## config.mk

```make
export PLATFORM = sky130hd
export DESIGN_NAME = lc3_mem_responder
export DESIGN_NICKNAME = d
export VERILOG_FILES = /design/src/rtl/lc3_mem_pkg.sv /design/src/rtl/lc3_mem_wait_timer.sv /design/src/rtl/lc3_mem_responder.sv
export SDC_FILE = /design/constraint.sdc
export NUM_CORES = 1
export LEC_CHECK = 0
export ABC_AREA = 1
export CAP_MARGIN = 20
export CELL_PAD_IN_SITES_DETAIL_PLACEMENT = 0
export CELL_PAD_IN_SITES_GLOBAL_PLACEMENT = 1
export CORE_MARGIN = 4
export CORE_UTILIZATION = 31
export CTS_CLUSTER_DIAMETER = 100
export DETAILED_ROUTE_END_ITERATION = 10
export PLACE_DENSITY = 0.86
export RECOVER_POWER = 100
export SYNTH_ARGS = -nofsm -noshare
export SYNTH_HDL_FRONTEND = slang
export SYNTH_HIERARCHICAL = 1
export SYNTH_SLANG_ARGS = --single-unit
```

## constraint.sdc

```tcl
create_clock -name clk -period 2.4 [get_ports clk]
set_input_delay 0.24 -clock clk [delete_from_list [all_inputs] [get_ports clk]]
set_output_delay 0.24 -clock clk [all_outputs]
set_load 0.005 [all_outputs]
```

## src/rtl/lc3_mem_pkg.sv

```systemverilog
// Shared types and constants for the LC3 memory responder: state encoding,
// SRAM strobe idle levels and the strobe decode used by the top level.
package lc3_mem_pkg;

   typedef enum logic [1:0] {
      StIdle  = 2'b00,
      StSetup = 2'b01,
      StWait  = 2'b10,
      StDone  = 2'b11
   } state_t;

   typedef struct packed {
      logic ce_n;
      logic oe_n;
      logic we_n;
      logic dq_oe;
   } strobe_t;

   localparam logic CeNIdle  = 1'b1;
   localparam logic OeNIdle  = 1'b1;
   localparam logic WeNIdle  = 1'b1;
   localparam logic DqOeIdle = 1'b0;

   localparam strobe_t StrobeIdle = '{
      ce_n:  CeNIdle,
      oe_n:  OeNIdle,
      we_n:  WeNIdle,
      dq_oe: DqOeIdle
   };

   localparam logic [15:0] OorRdata = 16'h0000;

   // Strobe levels for the cycle spent in state st. Out-of-range accesses walk
   // the same states but never touch the SRAM pins.
   function automatic strobe_t sram_strobes(input state_t st, input logic we,
                                            input logic oor, input logic zero_wait);
      strobe_t s;
      s = StrobeIdle;
      if (!oor) begin
         unique case (st)
            StIdle: s = StrobeIdle;
            StSetup: begin
               s.ce_n = 1'b0;
               if (we) begin
                  s.dq_oe = 1'b1;
                  s.we_n  = !zero_wait;
               end else begin
                  s.oe_n = 1'b0;
               end
            end
            StWait: begin
               s.ce_n = 1'b0;
               if (we) begin
                  s.dq_oe = 1'b1;
                  s.we_n  = 1'b0;
               end else begin
                  s.oe_n = 1'b0;
               end
            end
            StDone: begin
               // CE and DQ drive held one more cycle for write data hold time
               s.ce_n  = 1'b0;
               s.dq_oe = we;
            end
            default: s = StrobeIdle;
         endcase
      end
      return s;
   endfunction

endpackage

```

## src/rtl/lc3_mem_wait_timer.sv

```systemverilog
// Loadable 4-bit down-counter that times the SRAM wait states; tc is high
// while the count is zero.
module lc3_mem_wait_timer (
   input  logic       clk,
   input  logic       reset_n,
   input  logic       load,
   input  logic [3:0] load_value,
   input  logic       en,
   output logic       tc
);

   logic [3:0] count_q, count_d;

   always_comb begin
      count_d = count_q;
      if (load) begin
         count_d = load_value;
      end else if (en && (count_q != 4'd0)) begin
         count_d = count_q - 4'd1;
      end
   end

   always_ff @(posedge clk or negedge reset_n) begin
      if (!reset_n) begin
         count_q <= 4'd0;
      end else begin
         count_q <= count_d;
      end
   end

   assign tc = (count_q == 4'd0);

endmodule

```

## src/rtl/lc3_mem_responder.sv

```systemverilog
// LC3 load/store responder driving an asynchronous SRAM with programmable wait
// states. Define LC3_MEM_PIPE_EN to accept the next request during DONE.
module lc3_mem_responder
   import lc3_mem_pkg::*;
#(
   parameter int unsigned WAIT_STATES = 2,
   parameter int unsigned ADDR_W      = 16
) (
   input  logic              clk,
   input  logic              reset_n,
   input  logic              req_valid,
   output logic              req_ready,
   input  logic              req_we,
   input  logic [15:0]       req_addr,
   input  logic [15:0]       req_wdata,
   output logic              rsp_valid,
   output logic [15:0]       rsp_rdata,
   output logic [ADDR_W-1:0] sram_addr,
   output logic [15:0]       sram_dq_out,
   output logic              sram_dq_oe,
   input  logic [15:0]       sram_dq_in,
   output logic              sram_ce_n,
   output logic              sram_oe_n,
   output logic              sram_we_n
);

   localparam logic       ZeroWait = (WAIT_STATES == 0);
   localparam logic [3:0] WaitLoad = (WAIT_STATES == 0) ? 4'd0 : 4'(WAIT_STATES - 1);
   // Address bits above the physical SRAM width; any set bit is out of range.
   localparam logic [15:0] HiMask  = 16'hFFFF << ADDR_W;

   state_t              state_q, state_d;
   strobe_t             strobe_q, strobe_d;
   logic                we_q, we_d;
   logic                oor_q, oor_d;
   logic [ADDR_W-1:0]   addr_q;
   logic [15:0]         wdata_q;
   logic [15:0]         rdata_q;
   logic                rsp_valid_q;
   logic                accept;
   logic                req_oor;
   logic                capture;
   logic                timer_load;
   logic                timer_en;
   logic                timer_tc;

`ifdef LC3_MEM_PIPE_EN
   assign req_ready = (state_q == StIdle) || (state_q == StDone);
`else
   assign req_ready = (state_q == StIdle);
`endif

   assign accept  = req_valid && req_ready;
   assign req_oor = |(req_addr & HiMask);

   lc3_mem_wait_timer u_wait_timer (
      .clk        (clk),
      .reset_n    (reset_n),
      .load       (timer_load),
      .load_value (WaitLoad),
      .en         (timer_en),
      .tc         (timer_tc)
   );

   always_comb begin
      state_d    = state_q;
      timer_load = 1'b0;
      timer_en   = 1'b0;
      capture    = 1'b0;
      unique case (state_q)
         StIdle: begin
            if (accept) state_d = StSetup;
         end
         StSetup: begin
            if (ZeroWait) begin
               state_d = StDone;
               capture = !we_q;
            end else begin
               state_d    = StWait;
               timer_load = 1'b1;
            end
         end
         StWait: begin
            if (timer_tc) begin
               state_d = StDone;
               capture = !we_q;
            end else begin
               timer_en = 1'b1;
            end
         end
         StDone: begin
            state_d = StIdle;
`ifdef LC3_MEM_PIPE_EN
            if (accept) state_d = StSetup;
`endif
         end
         default: state_d = StIdle;
      endcase

      // Strobes are registered, so decode them from the state being entered.
      we_d     = accept ? req_we  : we_q;
      oor_d    = accept ? req_oor : oor_q;
      strobe_d = sram_strobes(state_d, we_d, oor_d, ZeroWait);
   end

   always_ff @(posedge clk or negedge reset_n) begin
      if (!reset_n) begin
         state_q     <= StIdle;
         strobe_q    <= StrobeIdle;
         we_q        <= 1'b0;
         oor_q       <= 1'b0;
         addr_q      <= '0;
         wdata_q     <= 16'h0000;
         rdata_q     <= 16'h0000;
         rsp_valid_q <= 1'b0;
      end else begin
         state_q     <= state_d;
         strobe_q    <= strobe_d;
         we_q        <= we_d;
         oor_q       <= oor_d;
         rsp_valid_q <= (state_d == StDone);
         if (accept) begin
            addr_q  <= req_addr[ADDR_W-1:0];
            wdata_q <= req_wdata;
         end
         if (capture) begin
            rdata_q <= oor_q ? OorRdata : sram_dq_in;
         end
      end
   end

   assign rsp_valid   = rsp_valid_q;
   assign rsp_rdata   = rdata_q;
   assign sram_addr   = addr_q;
   assign sram_dq_out = wdata_q;
   assign sram_dq_oe  = strobe_q.dq_oe;
   assign sram_ce_n   = strobe_q.ce_n;
   assign sram_oe_n   = strobe_q.oe_n;
   assign sram_we_n   = strobe_q.we_n;

endmodule

```

==> impl_results.md, run 1 <==
- Post-DRT Antenna Nets: 0
- TritonCTS Buffers: 9
- Final setup TNS: 0 ns
- Max-slew violation count: 29
- TritonCTS clock tree: done
- 1st-pass router iterations: 4
- Unrepaired setup endpoints after global routing: false
- XOR/XNOR Fraction of Synth Area: 0
- Design area: 0.00402 sq mm
- Commonest non-fill, non-tap cells in the layout: nand2_1, dfrtp_1, dlygate4sd3_1
- Core area: 0.00834 sq mm
- Peak VDD IR: 0.453 mV
- Global-route wire length before repair: 10800 um
- Clock sink count: 61
- Stages on worst setup path: 3
- DPL Wire Length: 4710 um
- Outcome: complete, but fails checks
- Worst-path clk slew: 0.07 ns
- Util after Layout: 0.482
- I/O Buffers: 105
- Delay-heaviest family, CP: buffers and inverters
- Vias/cell: 4.43
- Largest net degree at the start of global routing: 35
- Relative slew slack: -0.0926
- #FFs+latches synth: 61
- Overall die area: 0.0103 sq mm
- Synth Instances: 308
- Mux cell area share after synthesis: 0
- Clock buffer depth: 2
- Root buffer cell: clkbuf_8
- Combinational family with the most area after synthesis: simple AND/OR/NAND/NOR gates
- Htree depth: 3
- Worst Hold Margin: 0.459 ns
- Hold Path Depth: 3
- Initial DRC Count: 85
- Max_cap viols: 1
- Storage cell area: 0.00153 sq mm
- Die X: 101 um
- Synth Cell Area: 0.00270 sq mm
- GR Layer Usage met3: 0.0413
- Crit-path cells: inv_1 -> ha_1 -> dlygate4sd3_1
- Post-synthesis adder-cell area fraction: 0.0417
- Vias in the first global route: 2366
- Fmax: 0.488 GHz
- Diode count: 0
- Die height: 101 um
- Compound-gate portion of the synthesized area: 0.00928
- Data arrival, critical path: 1.81 ns
- Grt met1 use: 0.175
- Crit Path Class: reg -> out
- Yosys top cell area share: 0.538
- GRT Util Overall: 0.131
- CP Buf/Inv Count: 2
- # nets final: 478
- Most Crowded Layer GR: met2
- Worst Tran Pin Value: 1.64 ns
- Initial antenna violation count: 0
- Worst setup EP type: output pin
- Worst path max stage delay: 0.62 ns
- CP max FO: 6
- Fraction of layout cells with a size suffix above 1: 0.0664
- Seq/Total Area, Yosys: 0.567
- Via Count: 2333
- Area of the multi-input gates: 996 sq um
- Synth warn: 6
- Area leader, netlist: dfrtp_1
- Row count: 33
- Post-Synth Simple-Gate Area: 0.320
- Worst reg2reg path depth: 9
- Initial Util: 0.323
- DP Area: 0.00384 sq mm
- Drt wl/cell: 12.3 um
- Final-report setup violation count: 0
- Startpoint types: register
- Met2 GRT Util: 0.197
- Most common cell after layout, fill and taps aside: nand2_1
- Area growth syn-to-layout: 49.0%
- Global route total overflow: 0
- I/O pin total: 106
- Worst min-delay path class: in -> reg
- Clock Latency Late Sink: 0.33 ns
- Worst EP required: 2.16 ns
- Gpl congestion: 0.767
- Post-synth cell types: 20
- Failing checks: capacitance limit, slew limit
- Clock period minus worst slack: 2.05 ns
- Slowest CP cell: dlygate4sd3_1
- Final Hold Viols: 0
- Crit share post-route: 0.853
- Mean Syn Cell Area: 8.76 sq um
- PD cells: 1210 mW/mm^2
- Synth area leaders: dfrtp_1, nand2_1, nand3_1
- P_leak: 0.00206 uW
- Total wire length: 6500 um
- Residual DRC count: 0
- Setup Skew: 0.00793 ns
- Fill count: 803
==> Yosys cell counts (all sizes together) <==
master  instances
buf            14
dfstp           3
nand2         135
conb            2
ha              9
dfrtp          58
nand3          53
inv            18
nand3b          3
nor2            7
o21ai           5
clkinv          1
==> repair_timing <==
| action | CTS | global route |
|---|---|---|
| resized for setup | 0 | 0 |
| hold buffers | 1 | 0 |
| setup buffers | 0 | 0 |
| hold endpoints to repair | 28 | 0 |
==> logic make-up after synthesis <==
group,Yosys count
AND/OR/NAND/NOR,198
other,2
adder cells (fa/ha/maj),9
AO/OA/AOI/OAI,5
buffers and inverters,33
flip-flops,61
==> flip-flops by register name, indices dropped and copies added, names as in the netlist <==
name,cells
rsp_rdata,16
sram_addr,16
sram_dq_out,16
u_wait_timer/count_q,4
state_q,2
oor_q,1
rsp_valid,1
sram_ce_n,1
sram_dq_oe,1
sram_oe_n,1
sram_we_n,1
we_q,1
==> worst min-delay path: stages <==
cell	delay (ns)
clkdlybuf4s50_1	0.39
nand3_1	0.07
nand2_1	0.05
==> routing by layer <==
layer  share of wire  up-vias
met5               0        -
met4           0.016        0
met3           0.081       11
met2            0.43       80
met1            0.48     1060
li1                -     1182
==> final timing paths <==
kind                                    startpoint  slack, ns              end
hold reg to reg                    sram_dq_out[10]       0.47  sram_dq_out[10]
setup / recovery                        state_q[0]       0.35        req_ready
hold / removal                         req_addr[0]       0.46     sram_addr[0]
min in group asynchronous                  reset_n       0.86    rsp_rdata[15]
max in group asynchronous                  reset_n       0.57        sram_oe_n
setup reg to reg           u_wait_timer/count_q[0]       0.40     rsp_rdata[3]
==> power breakdown <==
part	leakage (uW)	switching (uW)	total, uW	internal, uW
sequential	0.000751	250	1780	1530
combinational	0.00121	1100	2180	1090
clock	0.0000975	402	886	484
total	0.00206	1750	4850	3110
==> final cells by class <==
type	count	share of cell area
Inverter	19	0.0184
Multi-Input combinational cell	216	0.248
Clock buffer	11	0.0327
Timing Repair Buffer	110	0.272
Sequential cell	61	0.381
Tap cell	105	0.0327
Clock inverter	5	0.0153
==> through the flow <==
step           cells  power [uW]  worst slack [ns]
2_1_floorplan    310        3000             0.724
3_3_place_gp     510        4180             0.613
3_5_place_dp     510        4230             0.548
4_1_cts          527        5160             0.362
5_1_grt          527        5340             0.160
6_report         527        4850             0.353
(Power assumes the default switching activity.)
==> run 2, diff against run 1 <==
Settings changed: CORE_MARGIN 4 to 5.
==> impl_results.md, run 2 (same netlist as run 1, synthesis figures left out) <==
- Outcome: finished, final reports clean (was complete, but fails checks)
- 1st-pass router iterations: 4 (unchanged)
- Crit share post-route: 0.832 (was 0.853)
- Final-report setup violation count: 0 (unchanged)
- DPL Wire Length: 4850 um (was 4710 um)
- Delay-heaviest family, CP: simple AND/OR/NAND/NOR gates (was buffers and inverters)
- Clock sink count: 61 (unchanged)
- Row count: 34 (was 33)
- Clock period minus worst slack: 2.00 ns (was 2.05 ns)
- TritonCTS clock tree: done (unchanged)
- Initial DRC Count: 94 (was 85)
- Sequential Power Share: 0.355 (was 0.368)
- Die X: 103 um (was 101 um)
- Global route total overflow: 0 (unchanged)
- Most frequent cell on the critical path: nand2_1
- Sw Pwr: 1730 uW (was 1750 uW)
- Residual DRC count: 0 (unchanged)
- Worst EP required: 2.61 ns (was 2.16 ns)
- CP max FO: 17 (was 6)
- Combinational share of power: 0.436 (was 0.450)
- Overall die area: 0.0107 sq mm (was 0.0103 sq mm)
- Vias in the first global route: 2353 (was 2366)
- Worst slack, placed: 0.470 ns (was 0.548 ns)
- I/O pin total: 106 (unchanged)
- Worst Tran Pin Value: 0.798 ns (was 1.64 ns)
- TritonCTS Buffers: 9 (unchanged)
- Clock share of power: 0.209 (was 0.182)
- Most common cell after layout, fill and taps aside: nand2_1 (unchanged)
- Via Count: 2312 (was 2333)
- CTS resizes: 0 (unchanged)
- Global-route wire length before repair: 11000 um (was 10800 um)
- Total wire length: 6630 um (was 6500 um)
- Peak VDD IR: 0.496 mV (was 0.453 mV)
- Worst path max stage delay: 0.55 ns (was 0.62 ns)
- Htree depth: 3 (unchanged)
- GRT Util Overall: 0.132 (was 0.131)
- Startpoint types: register (unchanged)
- Fraction of layout cells with a size suffix above 1: 0.0689 (was 0.0664)
- Switching share of power: 0.345 (was 0.360)
- # nets final: 478 (unchanged)
- Gpl congestion: 0.764 (was 0.767)
- Final setup TNS: 0 ns (unchanged)
- Max-slew violation count: 0 (was 29)
- CTS Hold Bufs: 1 (unchanged)
- PD cells: 1240 mW/mm^2 (was 1210 mW/mm^2)
- Util after Layout: 0.471 (was 0.482)
- Root buffer cell: clkbuf_8 (unchanged)
- Slowest CP cell: nor2_2 (was dlygate4sd3_1)
- Commonest non-fill, non-tap cells in the layout: nand2_1, dfrtp_1, dlygate4sd3_1 (unchanged)
- Largest net degree at the start of global routing: 35 (unchanged)
- Worst setup EP type: register (was output pin)
- Initial antenna violation count: 0 (unchanged)
- Worst-path clk slew: 0.07 ns (about the same)
- Die height: 103 um (was 101 um)
- Finished Layout Cells: 529 (was 527)
- Crit Path Class: reg -> reg (was reg -> out)
- Post-DRT Antenna Nets: 0 (unchanged)
- Final worst setup slack: 0.402 ns (was 0.353 ns)
- Unrepaired setup endpoints after global routing: false (unchanged)
- I/O Buffers: 105 (unchanged)
- Pint: 3280 uW (was 3110 uW)
- Fmax: 0.501 GHz (was 0.488 GHz)
- CP Buf/Inv Count: 3 (was 2)
- Buffer count from post-CTS setup fixing: 0 (unchanged)
- Data arrival, critical path: 2.21 ns (was 1.81 ns)
- Final Hold Viols: 0 (unchanged)
- Initial Util: 0.314 (was 0.323)
- Clock Latency Late Sink: 0.32 ns (was 0.33 ns)
- Vias/cell: 4.37 (was 4.43)
- Worst min-delay path class: reg -> reg (was in -> reg)
- Clock buffer depth: 2 (unchanged)
- Core area: 0.00859 sq mm (was 0.00834 sq mm)
- Relative slew slack: 0.468 (was -0.0926)
- Crit-path cells: inv_1 -> ha_1 -> nand2_1 -> inv_1 -> nand2_1 -> nor2_2 -> inv_4 -> nand2_1 -> nand2_1 (was inv_1 -> ha_1 -> dlygate4sd3_1)
- Worst Hold Margin: 0.465 ns (was 0.459 ns)
- P_leak: 0.00208 uW (was 0.00206 uW)
- Dpl cells: 513 (was 510)
- Setup Skew: 0.00926 ns (was 0.00793 ns)
- Diode count: 0 (unchanged)
- Max_cap viols: 0 (was 1)
- Area growth syn-to-layout: 49.9% (was 49.0%)
- Drt wl/cell: 12.5 um (was 12.3 um)
## run 2: layout make-up
class | count | area [sq um]
Fill cell | 841 | 4550
Sequential cell | 61 | 1530
Clock buffer | 12 | 165
Tap cell | 108 | 135
Multi-Input combinational cell | 216 | 993
Inverter | 19 | 73.8
Clock inverter | 3 | 67.6
Timing Repair Buffer | 110 | 1080
## run 2: per-layer routing
layer / track usage / up-vias / part of all wire
li1: - / 1175 / -
met1: 0.160 / 1058 / 0.42
met2: 0.213 / 73 / 0.48
met3: 0.0570 / 6 / 0.092
met4: 0.0408 / 0 / 0.0063
met5: 0 / - / 0
## run 2: tightest hold or removal path, stage by stage (launching register included)
cell and delay (ns):
dfrtp_1 0.34, nand2_1 0.05, nand2_1 0.05
## run 2: power groups by stage
stage	clock, uW	sequential (uW)	combinational, uW
global route	1130	1840	2500
floorplan	0	1830	1170
finish	1040	1770	2180
global placement	0	1820	2360
CTS	1080	1810	2430
detailed placement	0	1810	2430
## run 2: metrics by stage
stage               cell area (sq um)  total power [uW]
finish                           4040              5000
CTS                              4090              5320
floorplan                        2710              3000
detailed placement               3840              4250
global route                     4040              5470
global placement                 3840              4180
## run 2: final timing paths
path,depth (start not counted),end,from,slack [ns]
min,2,sram_dq_out[12],sram_dq_out[12],0.46
max reg2reg,9,rsp_rdata[8],u_wait_timer/count_q[0],0.40
min reg2reg,2,sram_dq_out[12],sram_dq_out[12],0.46
max in group asynchronous,3,sram_dq_out[0],reset_n,0.70
min in group asynchronous,2,rsp_rdata[15],reset_n,0.49
max,9,rsp_rdata[8],u_wait_timer/count_q[0],0.40
